### src/rtl/vending_change_dispenser.sv
// Coin-change controller: computes change or refund, pays it greedily in 20/10/5 coins
// over a pulse/ack hopper handshake, and tracks per-denomination inventory.
module vending_change_dispenser #(
    parameter logic [7:0]  INIT_COUNT  = 8'd4,
    parameter int unsigned ACK_TIMEOUT = 15
) (
    input  logic       clk,
    input  logic       reset_n,
    input  logic       change_req,
    input  logic       refund_all,
    input  logic [7:0] sum_money,
    input  logic [7:0] price,
    input  logic       hopper_ack,
    input  logic       load_en,
    input  logic [1:0] load_deno,
    input  logic [7:0] load_count,
    output logic       deno_5,
    output logic       deno_10,
    output logic       deno_20,
    output logic       busy,
    output logic       change_done,
    output logic       change_short,
    output logic       hopper_fault,
    output logic [7:0] remaining,
    output logic [7:0] cnt_5,
    output logic [7:0] cnt_10,
    output logic [7:0] cnt_20
);

    localparam int unsigned TMR_W = ($clog2(ACK_TIMEOUT + 1) > 4) ? $clog2(ACK_TIMEOUT + 1) : 4;
    localparam logic [TMR_W-1:0] TMR_LAST = TMR_W'(ACK_TIMEOUT - 1);

    localparam logic [1:0] SEL_5  = 2'd0;
    localparam logic [1:0] SEL_10 = 2'd1;
    localparam logic [1:0] SEL_20 = 2'd2;

    typedef enum logic [2:0] {
        S_IDLE     = 3'd0,
        S_CALC     = 3'd1,
        S_SELECT   = 3'd2,
        S_ISSUE    = 3'd3,
        S_WAIT_ACK = 3'd4,
        S_DONE     = 3'd5
    } state_t;

    function automatic logic [7:0] sat_add(input logic [7:0] a, input logic [7:0] b);
        logic [8:0] s;
        s = {1'b0, a} + {1'b0, b};
        return s[8] ? 8'hFF : s[7:0];
    endfunction

    function automatic logic [7:0] deno_value(input logic [1:0] sel);
        case (sel)
            SEL_20:  return 8'd20;
            SEL_10:  return 8'd10;
            default: return 8'd5;
        endcase
    endfunction

    state_t           state_q, state_d;
    logic [7:0]       sum_q, sum_d;
    logic [7:0]       price_q, price_d;
    logic             refund_q, refund_d;
    logic [1:0]       sel_q, sel_d;
    logic [TMR_W-1:0] tmr_q, tmr_d;
    logic             deno_5_d, deno_10_d, deno_20_d;
    logic             busy_d, change_done_d, change_short_d, hopper_fault_d;
    logic [7:0]       remaining_d, cnt_5_d, cnt_10_d, cnt_20_d;

    // State and registered outputs
    always_ff @(posedge clk or negedge reset_n) begin
        if (!reset_n) begin
            state_q      <= S_IDLE;
            sum_q        <= 8'd0;
            price_q      <= 8'd0;
            refund_q     <= 1'b0;
            sel_q        <= SEL_5;
            tmr_q        <= '0;
            deno_5       <= 1'b0;
            deno_10      <= 1'b0;
            deno_20      <= 1'b0;
            busy         <= 1'b0;
            change_done  <= 1'b0;
            change_short <= 1'b0;
            hopper_fault <= 1'b0;
            remaining    <= 8'd0;
            cnt_5        <= INIT_COUNT;
            cnt_10       <= INIT_COUNT;
            cnt_20       <= INIT_COUNT;
        end else begin
            state_q      <= state_d;
            sum_q        <= sum_d;
            price_q      <= price_d;
            refund_q     <= refund_d;
            sel_q        <= sel_d;
            tmr_q        <= tmr_d;
            deno_5       <= deno_5_d;
            deno_10      <= deno_10_d;
            deno_20      <= deno_20_d;
            busy         <= busy_d;
            change_done  <= change_done_d;
            change_short <= change_short_d;
            hopper_fault <= hopper_fault_d;
            remaining    <= remaining_d;
            cnt_5        <= cnt_5_d;
            cnt_10       <= cnt_10_d;
            cnt_20       <= cnt_20_d;
        end
    end

    // Next state and next output values; pulse outputs are derived from the next state
    // so that they line up exactly with the cycle spent in that state.
    always_comb begin
        state_d        = state_q;
        sum_d          = sum_q;
        price_d        = price_q;
        refund_d       = refund_q;
        sel_d          = sel_q;
        tmr_d          = tmr_q;
        change_short_d = change_short;
        hopper_fault_d = hopper_fault;
        remaining_d    = remaining;
        cnt_5_d        = cnt_5;
        cnt_10_d       = cnt_10;
        cnt_20_d       = cnt_20;

        case (state_q)
            S_IDLE: begin
                if (change_req) begin
                    sum_d          = sum_money;
                    price_d        = price;
                    refund_d       = refund_all;
                    change_short_d = 1'b0;
                    hopper_fault_d = 1'b0;
                    state_d        = S_CALC;
                end else if (load_en) begin
                    case (load_deno)
                        2'd0:    cnt_5_d  = sat_add(cnt_5, load_count);
                        2'd1:    cnt_10_d = sat_add(cnt_10, load_count);
                        2'd2:    cnt_20_d = sat_add(cnt_20, load_count);
                        default: ;
                    endcase
                end
            end
            S_CALC: begin
                if (refund_q) begin
                    remaining_d = sum_q;
                end else begin
                    remaining_d = (sum_q >= price_q) ? (sum_q - price_q) : 8'd0;
                end
                state_d = S_SELECT;
            end
            S_SELECT: begin
                if (remaining == 8'd0) begin
                    state_d = S_DONE;
                end else if (remaining >= 8'd20 && cnt_20 != 8'd0) begin
                    sel_d   = SEL_20;
                    state_d = S_ISSUE;
                end else if (remaining >= 8'd10 && cnt_10 != 8'd0) begin
                    sel_d   = SEL_10;
                    state_d = S_ISSUE;
                end else if (remaining >= 8'd5 && cnt_5 != 8'd0) begin
                    sel_d   = SEL_5;
                    state_d = S_ISSUE;
                end else begin
                    change_short_d = 1'b1;
                    state_d        = S_DONE;
                end
            end
            S_ISSUE: begin
                tmr_d   = '0;
                state_d = S_WAIT_ACK;
            end
            S_WAIT_ACK: begin
                if (hopper_ack) begin
                    case (sel_q)
                        SEL_20:  cnt_20_d = cnt_20 - 8'd1;
                        SEL_10:  cnt_10_d = cnt_10 - 8'd1;
                        default: cnt_5_d  = cnt_5 - 8'd1;
                    endcase
                    remaining_d = remaining - deno_value(sel_q);
                    state_d     = S_SELECT;
                end else if (tmr_q == TMR_LAST) begin
                    hopper_fault_d = 1'b1;
                    change_short_d = 1'b1;
                    state_d        = S_DONE;
                end else begin
                    tmr_d = tmr_q + TMR_W'(1);
                end
            end
            S_DONE: begin
                state_d = S_IDLE;
            end
            default: begin
                state_d = S_IDLE;
            end
        endcase

        busy_d        = (state_d != S_IDLE);
        change_done_d = (state_d == S_DONE);
        deno_5_d      = (state_d == S_ISSUE) && (sel_d == SEL_5);
        deno_10_d     = (state_d == S_ISSUE) && (sel_d == SEL_10);
        deno_20_d     = (state_d == S_ISSUE) && (sel_d == SEL_20);
    end

endmodule

### config.mk
export PLATFORM = sky130hd
export DESIGN_NAME = vending_change_dispenser
export DESIGN_NICKNAME = d
export VERILOG_FILES = /design/src/rtl/vending_change_dispenser.sv
export SDC_FILE = /design/constraint.sdc
export NUM_CORES = 1
export LEC_CHECK = 0
export CELL_PAD_IN_SITES_DETAIL_PLACEMENT = 1
export CELL_PAD_IN_SITES_GLOBAL_PLACEMENT = 1
export CORE_UTILIZATION = 30
export DETAILED_ROUTE_END_ITERATION = 12
export MAX_ROUTING_LAYER = met4
export PLACE_DENSITY_LB_ADDON = 0.1
export REMOVE_ABC_BUFFERS = 1
export SYNTH_ARGS = -nofsm -noshare
export SYNTH_HDL_FRONTEND = slang
export SYNTH_SLANG_ARGS = --single-unit
### constraint.sdc
create_clock -name clk -period 2.2 [get_ports clk]
set_input_delay 0.55 -clock clk [delete_from_list [all_inputs] [get_ports clk]]
set_output_delay 0.55 -clock clk [all_outputs]
set_load 0.1 [all_outputs]
# ---- Word level (Yosys, flattened, before mapping)
# Index checks and enable logic that the tools add are counted.
dict set report word_totals {
  ff_bits 65
  word_cells 140
}
dict set report classes {
  n_addsub 9
  n_eq_ne 30
  n_reduce_logical 27
  muxes 53
  magnitude_cmp 4
}
# cell count
set op_table {}
lappend op_table {{two-way mux 8 bit} 23}
lappend op_table {{case mux 8 bit (2 select lines)} 4}
lappend op_table {{adder 8 x 8 -> 9 bit} 3}
lappend op_table {{inequality test 2 bit, second input constant} 12}
lappend op_table {{nonzero test 8 bit} 3}
lappend op_table {{subtractor 8 x 1 -> 8 bit, second input constant} 3}
lappend op_table {{two-way mux 3 bit} 7}
lappend op_table {{AND reduction 6 bit} 3}
lappend op_table {{subtractor 8 bit} 2}
lappend op_table {{case mux 3 bit (5 select lines)} 1}
lappend op_table {{two-way mux 2 bit} 5}
lappend op_table {{inequality test 2 x 1 -> 1 bit, second input constant} 5}
lappend op_table {{case mux 5 bit (2 select lines)} 1}
lappend op_table {{equality test 3 x 2 -> 1 bit, second input constant} 3}
lappend op_table {{>= comparator 8 x 3 -> 1 bit, second input constant} 1}
lappend op_table {{>= comparator 8 x 4 -> 1 bit, second input constant} 1}
lappend op_table {{>= comparator 8 x 5 -> 1 bit, second input constant} 1}
lappend op_table {{>= comparator 8 bit} 1}
lappend op_table {{logical NOT 8 bit} 1}
lappend op_table {{two-way mux 4 bit} 2}
lappend op_table {{case mux 4 bit (2 select lines)} 1}
lappend op_table {{AND reduction 8 bit} 1}
lappend op_table {{two-way mux 1 bit} 7}
lappend op_table {{equality test 2 x 1 -> 1 bit, second input constant} 3}
lappend op_table {{other kinds (16)} 29}

# ---- Logic depth before layout (Yosys ltp)
dict set report logic_depth {
  depth_word 9
  ltp_mapped 10
}

# ---- Worst setup path before layout
# No wires, ideal clock.
dict set report synth_timing {
  path_type {register to register}
  from {reg cnt_10[0]}
  to {reg cnt_10[4]}
  path_slack_ns -0.758
  arrival_ns 2.873
  required_ns 2.115
  setup_ns 0.085
  path_stages_with_launch 10
  path_buffers 0
  synth_period_minus_slack_ns 2.958
  path_cell_list {dfrtp_1 ha_1 inv_1 fa_1 nor2b_1 o31a_1 nor3_1 o31ai_1 o32ai_1 a31oi_1}
}
dict set report synth_between {
  elab_chain_len 6
  elab_cells_between_ends 9
  cone_classes {add/sub (2); mux (7)}
}
# element line_no
set synth_lines {}
lappend synth_lines {{from (decl)} 26} ;# output logic [7:0] cnt_10,
lappend synth_lines {{from (signal assigned)} 106} ;# cnt_10 <= cnt_10_d;
lappend synth_lines {{adder 8 x 8 -> 9 bit} 48} ;# s = {1'b0, a} + {1'b0, b};
lappend synth_lines {{two-way mux 8 bit} 49} ;# return s[8] ? 8'hFF : s[7:0];
lappend synth_lines {{two-way mux 8 bit} 137} ;# case (load_deno)
lappend synth_lines {{two-way mux 8 bit} 136} ;# end else if (load_en) begin
lappend synth_lines {{two-way mux 8 bit} 129} ;# if (change_req) begin
lappend synth_lines {{case mux 8 bit (2 select lines) *} 127} ;# case (state_q)
# Mark *: on every way between the ends. The rest lies on a longest branch, timed or not. The select of a mux whose other input is x is not followed.
# A chain may end at the register's enable or synchronous reset.

# ---- Final worst setup path
dict set report layout_timing {
  from {reg cnt_5[1]}
  to {reg state_q[2]}
}
dict set report layout_between {
  elab_chain_len 7
}
# element line_no
set layout_lines {}
lappend layout_lines {{from (decl)} 25} ;# output logic [7:0] cnt_5,
lappend layout_lines {{from (signal assigned)} 105} ;# cnt_5 <= cnt_5_d;
lappend layout_lines {{nonzero test 8 bit} 162} ;# end else if (remaining >= 8'd5 && cnt_5 != 8'd0) begin
lappend layout_lines {{logical AND 1 bit} 162}
lappend layout_lines {{two-way mux 3 bit} 162}
lappend layout_lines {{two-way mux 3 bit} 159} ;# end else if (remaining >= 8'd10 && cnt_10 != 8'd0) begin
lappend layout_lines {{two-way mux 3 bit} 156} ;# end else if (remaining >= 8'd20 && cnt_20 != 8'd0) begin
lappend layout_lines {{two-way mux 3 bit} 154} ;# if (remaining == 8'd0) begin
lappend layout_lines {{case mux 3 bit (5 select lines)} 127}
lappend layout_lines {{named net state_d[2]} 60} ;# state_t state_q, state_d;
lappend layout_lines {{to (signal assigned)} 91} ;# state_q <= state_d;
lappend layout_lines {{to (decl)} 60}
# The timed path passes the listed nets, and every way through them passes these cells.

==> impl_metrics.env <==
export IMPL_status="finished, violations left"
export IMPL_violations="negative setup slack"
export IMPL_die_w_um=129.8
export IMPL_drtPass1Iterations=4
export IMPL_place_hpwl_um=12860
export IMPL_crit_slowest_cell="o32a_1"
export IMPL_slew_headroom_pct=70.17
export IMPL_initialDrtViolationCount=136
export IMPL_hold_slack_ns=0.2142
export IMPL_use_met1_pct=27.55
export IMPL_multi_input_area_um2=3376
export IMPL_cts_num_sinks=65
export IMPL_synthDistinctLibCells=67
export IMPL_endpoint="state_q[2]"
export IMPL_finalSetupViolations=2
export IMPL_cp_buffers_inverters=1
export IMPL_gr_usage_met2_pct=36.80
export IMPL_critical_path_top_delay_family="simple AND/OR/NAND/NOR gates"
export IMPL_synth_edff_count=0
export IMPL_fin_crit_ns=2.215
export IMPL_crit_required_ns=2.47
export IMPL_ys_ff_latch=65
export IMPL_antenna_cells=0
export IMPL_core_region_area_um2=15940
export IMPL_grt_pass1_wl_um=27630
export IMPL_yosysWarningCount=0
export IMPL_numCtsBuffers=9
export IMPL_worst_pin_slew_ns=0.4474
export IMPL_regArea_um2=1632
export IMPL_die_y_um=129.8
export IMPL_crit_chain="inv_2, ha_4, or3b_4, or3_4, o32a_1, nor3_4, nor2_2, o21ai_1"
export IMPL_crit_path_start="cnt_5[1]"
export IMPL_reg2reg_depth=8
export IMPL_path_clk_slew_ns=0.06
export IMPL_grt_max_degree=66
export IMPL_finalMaxSlewViolations=0
export IMPL_dr_total_vias=5183
export IMPL_post_route_period_util_pct=100.7
export IMPL_fillers=1898
export IMPL_clockRootBuffer="clkbuf_16"
export IMPL_rsz0062_at_grt="true"
export IMPL_drive_gt1_share_pct=36.13
export IMPL_area_delta_synth_final_pct=56.18
export IMPL_final_antenna_net_count=0
export IMPL_cts_htree_levels=3
export IMPL_start_kind="flip-flop"
export IMPL_critPathKind="flip-flop to flip-flop"
export IMPL_finalHoldViolations=0
export IMPL_routedWlPerCell_um=17.38
export IMPL_path_max_fanout=3
export IMPL_overflow=0
export IMPL_cts_tree="yes"
export IMPL_syn_area_per_cell_um2=8.626
export IMPL_avgViaCountPerCell=5.230
export IMPL_cp_end_kind="flip-flop"
export IMPL_antenna_found_initial=0
export IMPL_hold_buffers=0
export IMPL_worstPathArrival_ns=2.48
export IMPL_globalplace_congestion=0.8474
export IMPL_drv_cap=0
export IMPL_setup_slack_ns=-0.01473
export IMPL_synthFlopType="dfrtp_1"
export IMPL_netlist_instances=568
export IMPL_fp_dieArea_um2=16850
export IMPL_max_freq_ghz=0.4515
export IMPL_cp_num_cells=8
export IMPL_reg2reg_from="cnt_5[1]"
export IMPL_wl_um=17220
export IMPL_start_util_pct=30.73
export IMPL_ios=71
export IMPL_r2r_slack_ns=-0.01
export IMPL_route_detailed_drc=0
export IMPL_r2r_end="state_q[2]"
export IMPL_syn_area_um2=4900
export IMPL_clk_latency_ns=0.34
export IMPL_met3_usage_pct=3.567
export IMPL_grt_usage_pct=21.99
export IMPL_async_flop_share_pct=100.0
export IMPL_nets=851
export IMPL_seq_area_frac_synth_pct=33.27
export IMPL_first_global_vias=5403
export IMPL_grt_busiest_layer="met2"
export IMPL_rows=46
export IMPL_max_stage_delay_ns=0.41
export IMPL_io_buffers=70
export IMPL_fin_skew_ns=0.005041
export IMPL_cts_max_path_buffers=2
export IMPL_hold_path_class="input port to asynchronous set/reset pin"
flip-flops by register name (all words and copies together), names as in the netlist, 2 cells and up:
name / cells
cnt_10: 8
cnt_20: 8
cnt_5: 8
price_q: 8
remaining: 8
sum_q: 8
tmr_q: 4
state_q: 3
sel_q: 2
final cells by class:
cell class	count	area share, %
multi-input combinational	447	44.11
timing repair buffer	209	24.84
sequential	65	21.32
tap	216	3.532
clock buffer	12	3.352
inverter	38	1.864
clock inverter	4	0.9810
cell usage after synthesis, types with 5 or more instances:
library cell | number | area, um2
mux2_2 | 9 | 101.4
o21ai_0 | 45 | 225.2
nor2_1 | 45 | 168.9
a31oi_1 | 5 | 31.28
nor3_1 | 12 | 60.06
o21bai_1 | 5 | 37.54
inv_1 | 38 | 142.6
a221oi_1 | 6 | 52.55
nand2_1 | 49 | 183.9
nand4_1 | 9 | 56.30
ha_1 | 44 | 550.5
nor4_1 | 8 | 50.05
nand3_1 | 18 | 90.09
xor2_1 | 8 | 70.07
o31ai_1 | 6 | 45.04
dfrtp_1 | 62 | 1551
a311oi_1 | 5 | 43.79
nand2b_1 | 9 | 56.30
o22ai_1 | 9 | 56.30
a21o_1 | 5 | 37.54
xnor2_1 | 12 | 105.1
clkbuf_1 | 12 | 45.04
o21a_1 | 13 | 97.59
fa_1 | 5 | 100.1
or3_1 | 9 | 56.30
nor2b_1 | 5 | 31.28
a21oi_1 | 45 | 225.2
worst reg2reg max path, delay by kind of cell, from the launching register on:
kind | cells | cell delay (ns)
adder cells (fa/ha/maj) | 1 | 0.15
buffers and inverters | 1 | 0.09
AO/OA/AOI/OAI | 2 | 0.53
AND/OR/NAND/NOR | 4 | 0.99
flip-flops | 1 | 0.39
cell usage in the layout, fill, tap and decap left out, types with 17 or more instances in the layout:
master / n
a21oi_1: 41
ha_1: 35
buf_12: 21
dfrtp_1: 61
nand2_1: 49
inv_1: 29
buf_4: 156
clkdlybuf4s50_1: 24
o21ai_0: 32
nor2_1: 42
nand3_1: 17
metrics by stage:
stage / cell area [um2] / std cells / TNS, ns / setup slack (ns) / utilization (%)
3_5_place_dp: 6893 / 961 / -18.15 / -0.8018 / 43.24
4_1_cts: 7416 / 985 / -0.2522 / -0.07817 / 46.52
6_report: 7652 / 991 / -0.02380 / -0.01473 / 48.00
3_3_place_gp: 6893 / 961 / -15.43 / -0.6904 / 43.24
2_1_floorplan: 4823 / 550 / -17.75 / -0.7577 / -
5_1_grt: 7652 / 991 / -1.401 / -0.1131 / 48.00
repair_timing:
item	CTS	global route
pin swaps	18	24
gates resized for setup	48	49
endpoints found under the setup margin	34	36
buffers inserted	8	6
routing by layer:
metal  wire [um]  vias to the layer above  part of all wire (%)
met3         459                       20                   2.7
met4         221                        0                   1.3
met1        7969                     2590                    46
met2        8571                       67                    50
met5           0                        -                     0
li1            -                     2506                     -
logic make-up (layout without fill, tap and decap cells):
family                     after synthesis  after routing  synth area share [%]
adders and majority gates               49             49                 13.28
DFF                                     65             65                 33.27
AOI/OAI and AO/OA                      183            183                 23.95
buffers and inverters                   56            263                 4.469
and+or+nand+nor                        184            184                 18.97
muxes                                   11             11                 2.477
xor gates and xnor gates                20             20                 3.575
how the worst min path moves through the flow:
| stage | endpoint | slack [ns] | cells past startpoint |
|---|---|---|---|
| 2_1_floorplan | busy | 0.25 | 0 |
| 3_3_place_gp | hopper_fault | 0.48 | 2 |
| 3_5_place_dp | change_short | 0.51 | 2 |
| 4_1_cts | cnt_20[0] | 0.25 | 2 |
| 5_1_grt | cnt_20[1] | 0.25 | 2 |
| 6_report | cnt_20[1] | 0.21 | 2 |
Power is left out: the tool's default activity adds up to more than one toggle a clock period on the data nets, which glitch-free logic cannot reach.
